**config.mk**
```make
export PLATFORM = sky130hd
export DESIGN_NAME = cache_2w_flat
export DESIGN_NICKNAME = d
export VERILOG_FILES = /design/src/rtl/cache_2w_if.sv /design/src/rtl/cache_2w.sv /design/src/flat_wrapper.sv
export SDC_FILE = /design/constraint.sdc
export NUM_CORES = 1
export LEC_CHECK = 0
export CAP_MARGIN = 20
export CORE_MARGIN = 4
export CORE_UTILIZATION = 59
export DETAILED_ROUTE_END_ITERATION = 12
export GPL_ROUTABILITY_DRIVEN = 0
export GPL_TIMING_DRIVEN = 1
export PLACE_DENSITY = 0.79
export RECOVER_POWER = 50
export SKIP_LAST_GASP = 1
export SYNTH_ARGS = -nofsm -noshare
export SYNTH_HDL_FRONTEND = slang
export SYNTH_SLANG_ARGS = --single-unit
```
**constraint.sdc**
```tcl
create_clock -name clk -period 5.85 [get_ports clk]
set_input_delay 1.17 -clock clk [delete_from_list [all_inputs] [get_ports clk]]
set_output_delay 1.17 -clock clk [all_outputs]
set_load 0.05 [all_outputs]
```
**src/rtl/cache_2w_if.sv**
```systemverilog
// Purpose: bundles the CPU-side and memory-side signals of the two-way data cache.
// Latency: none; this is only wiring between the cache and its environment.
// Backpressure: the CPU waits for cpu_ready, and the cache holds mem_req until mem_ack.
// Ports: the cpu_* request/response signals, flush, the mem_* req/ack channel and the
//        hit/miss counters. The slave modport is the cache; the master modport is the
//        CPU together with the memory.
interface cache_2w_if #(
    parameter int DATA_WIDTH    = 32,
    parameter int ADDRESS_WIDTH = 32,
    parameter int CNT_WIDTH     = 32
) ();
    logic                     cpu_req;
    logic                     cpu_we;
    logic [ADDRESS_WIDTH-1:0] cpu_addr;
    logic [DATA_WIDTH-1:0]    cpu_wdata;
    logic                     flush;
    logic                     cpu_ready;
    logic [DATA_WIDTH-1:0]    cpu_rdata;
    logic                     hit;
    logic                     mem_req;
    logic                     mem_we;
    logic [ADDRESS_WIDTH-1:0] mem_addr;
    logic [DATA_WIDTH-1:0]    mem_wdata;
    logic                     mem_ack;
    logic [DATA_WIDTH-1:0]    mem_rdata;
    logic [CNT_WIDTH-1:0]     hit_cnt;
    logic [CNT_WIDTH-1:0]     miss_cnt;

    modport slave (
        input  cpu_req, cpu_we, cpu_addr, cpu_wdata, flush, mem_ack, mem_rdata,
        output cpu_ready, cpu_rdata, hit, mem_req, mem_we, mem_addr, mem_wdata,
               hit_cnt, miss_cnt
    );

    modport master (
        output cpu_req, cpu_we, cpu_addr, cpu_wdata, flush, mem_ack, mem_rdata,
        input  cpu_ready, cpu_rdata, hit, mem_req, mem_we, mem_addr, mem_wdata,
               hit_cnt, miss_cnt
    );
endinterface

```
**src/rtl/cache_2w.sv**
```systemverilog
// Purpose: two-way set-associative data cache with write-through, no write-allocate,
//          LRU replacement, flush and saturating hit/miss counters.
// Latency: a load hit completes in the request cycle. A miss or a store completes in
//          the cycle mem_ack arrives; mem_req goes high one cycle after the request.
// Backpressure: one request is outstanding at a time. The CPU holds its request until
//          cpu_ready, and the cache holds mem_req until mem_ack.
// Ports: clk, rst (synchronous, active low) and bus (cache_2w_if.slave).
module cache_2w #(
    parameter int DATA_WIDTH    = 32,
    parameter int ADDRESS_WIDTH = 32,
    parameter int SET_BITS      = 3,
    parameter int CNT_WIDTH     = 32
) (
    input logic       clk,
    input logic       rst,
    cache_2w_if.slave bus
);
    localparam int NSETS = 1 << SET_BITS;
    localparam int TAG_W = ADDRESS_WIDTH - SET_BITS - 2;
    localparam logic [ADDRESS_WIDTH-1:0] WORD_MASK = ~(ADDRESS_WIDTH'(3));

    typedef enum logic [1:0] {IDLE, FILL, WRITE} state_t;

    state_t state_q, state_d;

    // Per-set state. Only the valid and LRU bits are reset; tags and data are not.
    logic [NSETS-1:0]      valid0_q, valid1_q;
    logic [NSETS-1:0]      lru_q;            // 1 means way1 is the least recently used way
    logic [TAG_W-1:0]      tag0_q  [NSETS];
    logic [TAG_W-1:0]      tag1_q  [NSETS];
    logic [DATA_WIDTH-1:0] data0_q [NSETS];
    logic [DATA_WIDTH-1:0] data1_q [NSETS];

    // The request is captured when it is accepted in IDLE, so the memory side
    // stays stable for the whole FILL or WRITE.
    logic [ADDRESS_WIDTH-1:0] req_addr_q;
    logic [DATA_WIDTH-1:0]    req_wdata_q;
    logic                     wr_hit_q;
    logic                     wr_way_q;

    logic                 mem_req_q;
    logic [CNT_WIDTH-1:0] hit_cnt_q, miss_cnt_q;

    // Lookup on the live CPU address
    logic [SET_BITS-1:0] cpu_set;
    logic [TAG_W-1:0]    cpu_tag;
    logic                hit0, hit1, lookup_hit;

    assign cpu_set    = bus.cpu_addr[SET_BITS+1:2];
    assign cpu_tag    = bus.cpu_addr[ADDRESS_WIDTH-1:SET_BITS+2];
    assign hit0       = valid0_q[cpu_set] && (tag0_q[cpu_set] == cpu_tag);
    assign hit1       = valid1_q[cpu_set] && (tag1_q[cpu_set] == cpu_tag);
    assign lookup_hit = hit0 || hit1;

    // Fields of the captured request, and victim selection for a fill
    logic [SET_BITS-1:0] req_set;
    logic [TAG_W-1:0]    req_tag;
    logic                victim;

    assign req_set = req_addr_q[SET_BITS+1:2];
    assign req_tag = req_addr_q[ADDRESS_WIDTH-1:SET_BITS+2];
    // Fill an empty way first (way0 before way1); otherwise replace the LRU way.
    assign victim  = !valid0_q[req_set] ? 1'b0 :
                     !valid1_q[req_set] ? 1'b1 : lru_q[req_set];

    // Control and outputs from the combinational half of the FSM
    logic                  ready_c, hit_c;
    logic [DATA_WIDTH-1:0] rdata_c;
    logic                  do_flush, accept, cnt_hit, cnt_miss;
    logic                  touch, touch_way;
    logic [SET_BITS-1:0]   touch_set;
    logic                  data_we, tag_we, arr_way;
    logic [DATA_WIDTH-1:0] arr_data;

    always_comb begin
        state_d   = state_q;
        ready_c   = 1'b0;
        hit_c     = 1'b0;
        rdata_c   = '0;
        do_flush  = 1'b0;
        accept    = 1'b0;
        cnt_hit   = 1'b0;
        cnt_miss  = 1'b0;
        touch     = 1'b0;
        touch_way = 1'b0;
        touch_set = cpu_set;
        data_we   = 1'b0;
        tag_we    = 1'b0;
        arr_way   = 1'b0;
        arr_data  = bus.mem_rdata;
        // While rst is low, every output and every write enable stays at its default.
        if (rst) begin
            unique case (state_q)
                IDLE: begin
                    if (bus.flush) begin
                        do_flush = 1'b1;       // a request in this cycle waits for the next one
                    end else if (bus.cpu_req) begin
                        accept   = 1'b1;
                        hit_c    = lookup_hit;
                        cnt_hit  = lookup_hit;
                        cnt_miss = !lookup_hit;
                        if (bus.cpu_we) begin
                            state_d = WRITE;
                        end else if (lookup_hit) begin
                            ready_c   = 1'b1;
                            rdata_c   = hit1 ? data1_q[cpu_set] : data0_q[cpu_set];
                            touch     = 1'b1;
                            touch_way = hit1;
                        end else begin
                            state_d = FILL;
                        end
                    end
                end
                FILL: begin
                    if (bus.mem_ack) begin
                        ready_c   = 1'b1;
                        rdata_c   = bus.mem_rdata;   // return the fill data in the same cycle
                        data_we   = 1'b1;
                        tag_we    = 1'b1;
                        arr_way   = victim;
                        touch     = 1'b1;
                        touch_set = req_set;
                        touch_way = victim;
                        state_d   = IDLE;
                    end
                end
                WRITE: begin
                    if (bus.mem_ack) begin
                        ready_c = 1'b1;
                        state_d = IDLE;
                        // Update the cached copy only if the store hit; a miss does not allocate.
                        if (wr_hit_q) begin
                            data_we   = 1'b1;
                            arr_way   = wr_way_q;
                            arr_data  = req_wdata_q;
                            touch     = 1'b1;
                            touch_set = req_set;
                            touch_way = wr_way_q;
                        end
                    end
                end
                default: state_d = IDLE;
            endcase
        end
    end

    // State that is reset
    always_ff @(posedge clk) begin
        if (!rst) begin
            state_q    <= IDLE;
            valid0_q   <= '0;
            valid1_q   <= '0;
            lru_q      <= '0;
            mem_req_q  <= 1'b0;
            hit_cnt_q  <= '0;
            miss_cnt_q <= '0;
        end else begin
            state_q   <= state_d;
            // mem_req rises on the edge that enters FILL/WRITE and falls on the edge after ack.
            mem_req_q <= (state_d == FILL) || (state_d == WRITE);
            if (do_flush) begin
                valid0_q <= '0;
                valid1_q <= '0;
                lru_q    <= '0;
            end
            if (touch) begin
                lru_q[touch_set] <= ~touch_way;
            end
            if (tag_we) begin
                if (arr_way) valid1_q[req_set] <= 1'b1;
                else         valid0_q[req_set] <= 1'b1;
            end
            if (cnt_hit && (hit_cnt_q != '1)) begin
                hit_cnt_q <= hit_cnt_q + 1'b1;
            end
            if (cnt_miss && (miss_cnt_q != '1)) begin
                miss_cnt_q <= miss_cnt_q + 1'b1;
            end
        end
    end

    // Datapath state that is not reset. All enables are already low while rst is low.
    always_ff @(posedge clk) begin
        if (accept) begin
            req_addr_q  <= bus.cpu_addr;
            req_wdata_q <= bus.cpu_wdata;
            wr_hit_q    <= lookup_hit;
            wr_way_q    <= hit1;
        end
        if (data_we) begin
            if (arr_way) data1_q[req_set] <= arr_data;
            else         data0_q[req_set] <= arr_data;
        end
        if (tag_we) begin
            if (arr_way) tag1_q[req_set] <= req_tag;
            else         tag0_q[req_set] <= req_tag;
        end
    end

    assign bus.cpu_ready = ready_c;
    assign bus.cpu_rdata = rdata_c;
    assign bus.hit       = hit_c;
    assign bus.mem_req   = rst && mem_req_q;
    assign bus.mem_we    = rst && (state_q == WRITE);
    assign bus.mem_addr  = req_addr_q & WORD_MASK;
    assign bus.mem_wdata = req_wdata_q;
    assign bus.hit_cnt   = hit_cnt_q;
    assign bus.miss_cnt  = miss_cnt_q;
endmodule
```
**src/flat_wrapper.sv**
```systemverilog
// flat-port wrapper written by rule: the top's interface ports become plain ports
module cache_2w_flat 
#(
    parameter int DATA_WIDTH    = 32,
    parameter int ADDRESS_WIDTH = 32,
    parameter int SET_BITS      = 3,
    parameter int CNT_WIDTH     = 32
)
  (clk, rst, bus_cpu_req, bus_cpu_we, bus_cpu_addr, bus_cpu_wdata, bus_flush, bus_mem_ack, bus_mem_rdata, bus_cpu_ready, bus_cpu_rdata, bus_hit, bus_mem_req, bus_mem_we, bus_mem_addr, bus_mem_wdata, bus_hit_cnt, bus_miss_cnt);
  cache_2w_if #(.DATA_WIDTH(DATA_WIDTH), .ADDRESS_WIDTH(ADDRESS_WIDTH), .CNT_WIDTH(CNT_WIDTH)) bus_i ();
  input logic clk;
  input logic rst;
  input wire logic [$bits(bus_i.cpu_req)-1:0] bus_cpu_req;
  input wire logic [$bits(bus_i.cpu_we)-1:0] bus_cpu_we;
  input wire logic [$bits(bus_i.cpu_addr)-1:0] bus_cpu_addr;
  input wire logic [$bits(bus_i.cpu_wdata)-1:0] bus_cpu_wdata;
  input wire logic [$bits(bus_i.flush)-1:0] bus_flush;
  input wire logic [$bits(bus_i.mem_ack)-1:0] bus_mem_ack;
  input wire logic [$bits(bus_i.mem_rdata)-1:0] bus_mem_rdata;
  output wire logic [$bits(bus_i.cpu_ready)-1:0] bus_cpu_ready;
  output wire logic [$bits(bus_i.cpu_rdata)-1:0] bus_cpu_rdata;
  output wire logic [$bits(bus_i.hit)-1:0] bus_hit;
  output wire logic [$bits(bus_i.mem_req)-1:0] bus_mem_req;
  output wire logic [$bits(bus_i.mem_we)-1:0] bus_mem_we;
  output wire logic [$bits(bus_i.mem_addr)-1:0] bus_mem_addr;
  output wire logic [$bits(bus_i.mem_wdata)-1:0] bus_mem_wdata;
  output wire logic [$bits(bus_i.hit_cnt)-1:0] bus_hit_cnt;
  output wire logic [$bits(bus_i.miss_cnt)-1:0] bus_miss_cnt;
  assign bus_i.cpu_req = bus_cpu_req;
  assign bus_i.cpu_we = bus_cpu_we;
  assign bus_i.cpu_addr = bus_cpu_addr;
  assign bus_i.cpu_wdata = bus_cpu_wdata;
  assign bus_i.flush = bus_flush;
  assign bus_i.mem_ack = bus_mem_ack;
  assign bus_i.mem_rdata = bus_mem_rdata;
  assign bus_cpu_ready = bus_i.cpu_ready;
  assign bus_cpu_rdata = bus_i.cpu_rdata;
  assign bus_hit = bus_i.hit;
  assign bus_mem_req = bus_i.mem_req;
  assign bus_mem_we = bus_i.mem_we;
  assign bus_mem_addr = bus_i.mem_addr;
  assign bus_mem_wdata = bus_i.mem_wdata;
  assign bus_hit_cnt = bus_i.hit_cnt;
  assign bus_miss_cnt = bus_i.miss_cnt;
  cache_2w #(.DATA_WIDTH(DATA_WIDTH), .ADDRESS_WIDTH(ADDRESS_WIDTH), .SET_BITS(SET_BITS), .CNT_WIDTH(CNT_WIDTH)) u_core (.clk(clk), .rst(rst), .bus(bus_i));
endmodule
```
### Yosys cells after proc, flatten, opt, wreduce, memory -nomap -nowiden

Memory sizes are Yosys's and may differ from the RTL's.
Cells that the tools add are included.

* register bits after elaboration: 157
* latch bits: 0
* bits in writable memories: 944
* bits in read-only memories: 0
* input port bits: 102
* output and inout port bits: 164
* logic and storage cells: 149
* memories: 4

Memory list
* u_core.data0_q: depth 8, bits a word 32, rd ports 1, clocked after Yosys merged registers in 0, wr ports 1, line cache_2w.sv:31 `logic [DATA_WIDTH-1:0] data0_q [NSETS];`
* u_core.data1_q: depth 8, bits a word 32, rd ports 1, clocked after Yosys merged registers in 0, wr ports 1, line cache_2w.sv:32 `logic [DATA_WIDTH-1:0] data1_q [NSETS];`
* u_core.tag0_q: depth 8, bits a word 27, rd ports 1, clocked after Yosys merged registers in 0, wr ports 1, line cache_2w.sv:29 `logic [TAG_W-1:0] tag0_q [NSETS];`
* u_core.tag1_q: depth 8, bits a word 27, rd ports 1, clocked after Yosys merged registers in 0, wr ports 1, line cache_2w.sv:30 `logic [TAG_W-1:0] tag1_q [NSETS];`

* $add $sub $neg: 2
* multiply operators: 0
* div/mod/pow operators: 0
* $lt $le $gt $ge: 5
* equality and inequality tests: 8
* shift-type cells: 0
* muxes and demuxes: 103
* bitwise operators: 3
* reductions and logical operators: 13

Operators with widths (number)
* $mux W32: 11
* $mux W8: 11
* $add A32 B1 Y32 const B: 2
* $ne A32 B32 Y1 const B: 2
* $pmux W32 S2: 1
* $mux W1: 55
* $eq A27 B27 Y1: 2
* $or A8 B8 Y8: 2
* $bmux W1 S3: 5
* $lt A3 B4 Y1 const B: 3
* $mux W2: 6
* $mux W3: 4
* $bwmux W8: 1
* $logic_and A1 B1 Y1: 8
* $demux W1 S3: 2
* $ge A3 B1 Y1 const B: 2
* $pmux W1 S2: 3
* $pmux W1 S3: 2
* $pmux W3 S2: 1
* $eq A2 B1 Y1 const B: 2
* $eq A2 B2 Y1 const B: 2
* $pmux W2 S2: 1
* $logic_not A2 Y1: 1
* $logic_or A1 B1 Y1: 2
* other kinds (3): 3

### Longest topological paths before layout

* depth after elaboration: 13
* gate-level depth with buffers: 17
* depth with buffers taken out: 10

### Worst setup path before layout

Ideal clock, no wire load.

* kind: in2out
* from: in bus_cpu_addr[2]
* to: out bus_cpu_rdata[21]
* arrival: 4.696 ns
* required time: 4.680 ns
* setup slack: -0.016 ns
* stages: 14
* path buffers: 5
* path through: buf_2 -> buf_2 -> buf_2 -> mux4_2 -> mux2i_1 -> xor2_1 -> nand4_1 -> nor4b_2 -> a21oi_1 -> nor3_2 -> buf_4 -> buf_2 -> a22oi_1 -> nor2_1

* cells in the longest elaborated chain, start to end: 10
* elaborated cells between the ends (all ways): 20
* classes of those cells: 2 x eq/ne; 11 x mux; 3 x reduce/logical; 4 x memory

Ends and longest elaborated chain
* start, declared: line flat_wrapper.sv:15 `input wire logic [$bits(bus_i.cpu_addr)-1:0] bus_cpu_addr;`
* $mem_v2 Z8 W27 or $bmux W1 S3 (tied branches)
* $eq A27 B27 Y1 or $mux W1 (tied branches): line cache_2w.sv:52 `assign hit1 = valid1_q[cpu_set] && (tag1_q[cpu_set] == cpu_tag);`
* $logic_and A1 B1 Y1 *: line cache_2w.sv:52
* net u_core.hit1: line cache_2w.sv:47 `logic hit0, hit1, lookup_hit;`
* $mux W32 or $logic_or A1 B1 Y1 (tied branches): line cache_2w.sv:106, cache_2w.sv:53
* $mux W32 *: line cache_2w.sv:104 `end else if (lookup_hit) begin`
* $mux W32 *: line cache_2w.sv:102 `if (bus.cpu_we) begin`
* $mux W32 *: line cache_2w.sv:97 `end else if (bus.cpu_req) begin`
* $mux W32 *: line cache_2w.sv:95 `if (bus.flush) begin`
* $pmux W32 S2 *: line cache_2w.sv:93 `unique case (state_q)`
* $mux W32 *: line cache_2w.sv:92 `if (rst) begin`
* end, declared: line flat_wrapper.sv:21 `output wire logic [$bits(bus_i.cpu_rdata)-1:0] bus_cpu_rdata;`

The timed path passes the listed nets; every way through them passes the cells marked *. The select of a mux whose other input is x is not followed.

### Final worst setup path

* from: in bus_cpu_addr[2]
* to: out bus_cpu_rdata[30]

Same word-level chain as after synthesis.

==> impl_metrics.json <==
{
  "finalClockSkew_ns": 0.0221,
  "p_clk_frac": 0.411,
  "initial_core_util": 0.596,
  "violations": "max-capacitance violations, max-slew violations",
  "maxSlewHeadroom": -0.505,
  "cp_num_buf_inv": 7,
  "ios": 266,
  "grt_pass1_wl_um": 166000,
  "cts_made_buffers": 104,
  "leakage_nw": 17.5,
  "synth_area_um2": 44400,
  "power.share.switching": 0.212,
  "cpPeakStageDelay_ns": 0.46,
  "antenna_left": 0,
  "p_seq_frac": 0.533,
  "worst_pin_slew_ns": 2.26,
  "placementRows": 100,
  "worstSetupPathType": "in -> out",
  "maxCapViolCount": 2,
  "irDropWorstVdd_mv": 0.276,
  "multi_input_area_um2": 12000,
  "async_flop_share": 0,
  "p_int_mw": 12.7,
  "finalCriticalPeriod_ns": 5.81,
  "cts-htree-levels": 3,
  "p_comb_frac": 0.056,
  "netlist_instances": 2491,
  "hold_viol": 0,
  "clock_path_buffers": 3,
  "grt_overflow": 0,
  "layout.nets": 2968,
  "port_buffers": 261,
  "dieArea_um2": 79700,
  "antenna_found_initial": 2,
  "p_sw_mw": 3.43,
  "critical_path_required_ns": 4.68,
  "cp.depth": 17,
  "critPathTopFamily": "simple AND/OR/NAND/NOR gates",
  "max_freq_mhz": 172,
  "clk_root_buffer_cell": "clkbuf_16",
  "worstPathCellList": "buf_16 > buf_12 > buf_16 > mux2_2 > o22ai_1 > or3_1 > nand4_1 > or3_4 > nor4b_4 > a21oi_1 > buf_4 > nor3_4 > buf_12 > clkbuf_16 > a22oi_1 > nor2_2 > buf_12",
  "status": "finished with violations",
  "hp-class": "reg -> reg",
  "slew_violations": 93,
  "grt_max_degree": 133,
  "grtUsageTotal": 0.282,
  "reg2reg_depth": 8,
  "cts_hold_buf": 0,
  "nFillCells": 4238,
  "dr.pass1.iters": 6,
  "ys_ff_latch": 1099,
  "cpMostUsedCell": "buf_12",
  "coreArea_um2": 74400,
  "areaGrowthSynthToFinish_pct": 19.8,
  "hold_depth": 2,
  "worstPathMaxFanout": 20,
  "insertion_delay_ns": 0.67,
  "synth_seq_area_share": 0.723,
  "worst_hold_slack_ns": 0.481,
  "post-route-period-util": 0.992,
  "dp_hpwl_um": 65800,
  "cp-end-kind": "output pin",
  "drt_iter0_drc": 3180,
  "ys.warnings.count": 0,
  "die_h_um": 282,
  "place_area_um2": 49300,
  "post_synth_num_cell_types": 63,
  "finalSetupViolations": 0,
  "die_w_um": 282,
  "syn_avg_cell_area_um2": 17.8,
  "power_density_nw_per_um2": 304,
  "clk_pin_slew_worst_paths_ns": 0.07,
  "finalInstanceArea_um2": 53100,
  "crit_path_start_kind": "input pin",
  "synthFlopType": "edfxtp_1",
  "drc": 0,
  "cp.arrival_ns": 4.64,
  "vias": 25800,
  "crit_slowest_cell": "or3_4",
  "viasPerCell": 6.60,
  "drive_above_1_share": 0.225,
  "cts_num_sinks": 1099,
  "grt_pass1_vias": 25900,
  "wl_um": 115000,
  "wl_per_cell_um": 29.3,
  "seq_area_um2": 32100,
  "cts_tree": "built",
  "synth_edf_count": 1008
}
metal layers:
layer | up-vias | GRT usage | share of wire
li1 | 10800 | - | -
met1 | 13200 | 0.388 | 0.37
met2 | 1561 | 0.470 | 0.50
met3 | 264 | 0.0483 | 0.093
met4 | 0 | 0.0922 | 0.032
met5 | - | 0 | 0
worst reg2reg max path, delay by kind of cell (launching register included):
kind / cells / cell delay (ns)
AND/OR/NAND/NOR: 4 / 2.02
flip-flops: 1 / 0.82
buffers and inverters: 2 / 0.71
AO/OA/AOI/OAI: 2 / 0.53
synth_stat cells (all sizes together) (3+ instances only):
library cell / number / share of area
a211oi: 36 / 0.0061
a21bo: 6 / 0.0014
a21oi: 61 / 0.0069
a22o: 4 / 0.00079
a22oi: 59 / 0.010
a31oi: 4 / 0.00056
and2: 50 / 0.0070
and3: 20 / 0.0028
and4: 12 / 0.0024
buf: 65 / 0.0083
clkbuf: 65 / 0.0055
dfxtp: 91 / 0.041
edfxtp: 1008 / 0.68
ha: 6 / 0.0017
inv: 25 / 0.0021
mux2: 91 / 0.023
mux2i: 136 / 0.031
mux4: 182 / 0.092
nand2: 80 / 0.0068
nand2b: 17 / 0.0024
nand3: 29 / 0.0033
nand3b: 9 / 0.0015
nand4: 22 / 0.0031
nand4b: 5 / 0.00099
nor2: 132 / 0.011
nor2b: 12 / 0.0017
nor3: 26 / 0.0030
nor4: 25 / 0.0047
nor4b: 4 / 0.0014
o2111ai: 11 / 0.0022
o211ai: 3 / 0.00051
o21a: 19 / 0.0032
o21ai: 26 / 0.0029
o22ai: 30 / 0.0042
o31ai: 6 / 0.0010
o32ai: 3 / 0.00059
or2: 5 / 0.00070
or3: 15 / 0.0021
or3b: 4 / 0.00079
or4: 6 / 0.0010
xnor2: 45 / 0.0089
xor2: 21 / 0.0041
cells by family after synthesis:
| family | Yosys count | share of synthesized area |
|---|---|---|
| AOI/OAI and AO/OA | 276 | 0.0420 |
| xor gates and xnor gates | 66 | 0.0130 |
| adders and majority gates | 6 | 0.00169 |
| buffers and inverters | 156 | 0.0160 |
| DFF | 1099 | 0.723 |
| muxes | 409 | 0.146 |
| other | 1 | 0.0000845 |
| and+or+nand+nor | 478 | 0.0579 |
final timing paths:
kind              slack [ns]              endpoint            startpoint
setup reg to reg        1.43  u_core.tag0_q[1][21]  u_core.req_addr_q[4]
setup / recovery        0.04     bus_cpu_rdata[30]       bus_cpu_addr[2]
hold reg to reg         0.48       u_core.lru_q[4]       u_core.lru_q[4]
hold / removal          0.48       u_core.lru_q[4]       u_core.lru_q[4]
sequential cells by signal, summed over array words and instances (netlist names), 8 cells and up:
register / count
u_core.data0_q: 256
u_core.valid0_q: 8
u_core.lru_q: 8
u_core.data1_q: 256
u_core.bus.hit_cnt: 32
u_core.bus.mem_wdata: 32
u_core.tag0_q: 216
u_core.req_addr_q: 30
u_core.bus.miss_cnt: 32
u_core.tag1_q: 216
u_core.valid1_q: 8
per-stage QoR:
step / std cells / setup WS (ns) / power [mW] / setup TNS, ns / util
4_1_cts: 3905 / 0.000752 / 16.2 / 0 / 0.711
5_1_grt: 3913 / -0.108 / 16.6 / -0.902 / 0.714
6_report: 3914 / 0.0449 / 16.1 / 0 / 0.714
2_1_floorplan: 2492 / 0.0211 / 9.29 / 0 / -
3_5_place_dp: 3707 / -0.136 / 9.64 / -2.32 / 0.663
3_3_place_gp: 3707 / -0.0337 / 9.61 / -0.0702 / 0.663
power by group through the flow:
stage	combinational [mW]	sequential, mW	clock [mW]
6_report	0.905	8.60	6.64
5_1_grt	0.947	8.60	7.05
4_1_cts	0.895	8.60	6.69
3_5_place_dp	0.870	8.77	0
3_3_place_gp	0.846	8.76	0
2_1_floorplan	0.489	8.80	0
layout make-up:
cell class	instances	area share
clock inverter	53	0.00958
inverter	26	0.00191
clock buffer	137	0.0535
multi-input combinational	1237	0.226
timing repair buffer	392	0.0822
antenna	1	0.0000471
tap	969	0.0228
sequential	1099	0.604
placed cells by master (no fill, tap or decap), drive strengths merged, types with 59 or more instances in the layout:
cell type,count
mux4,182
mux2,91
clkbuf,144
nand2,80
a21oi,61
a22oi,59
dlygate4sd3,156
mux2i,136
edfxtp,1008
buf,162
nor2,132
dfxtp,91
clkdlybuf4s50,67
repair_timing:
| item | CTS | global route |
|---|---|---|
| gates resized for setup | 29 | 15 |
| pin swaps | 6 | 9 |
| cloned | 1 | 4 |
| setup endpoints to repair | 33 | 33 |
| buffers inserted | 7 | 3 |
(Power assumes the default switching activity.)
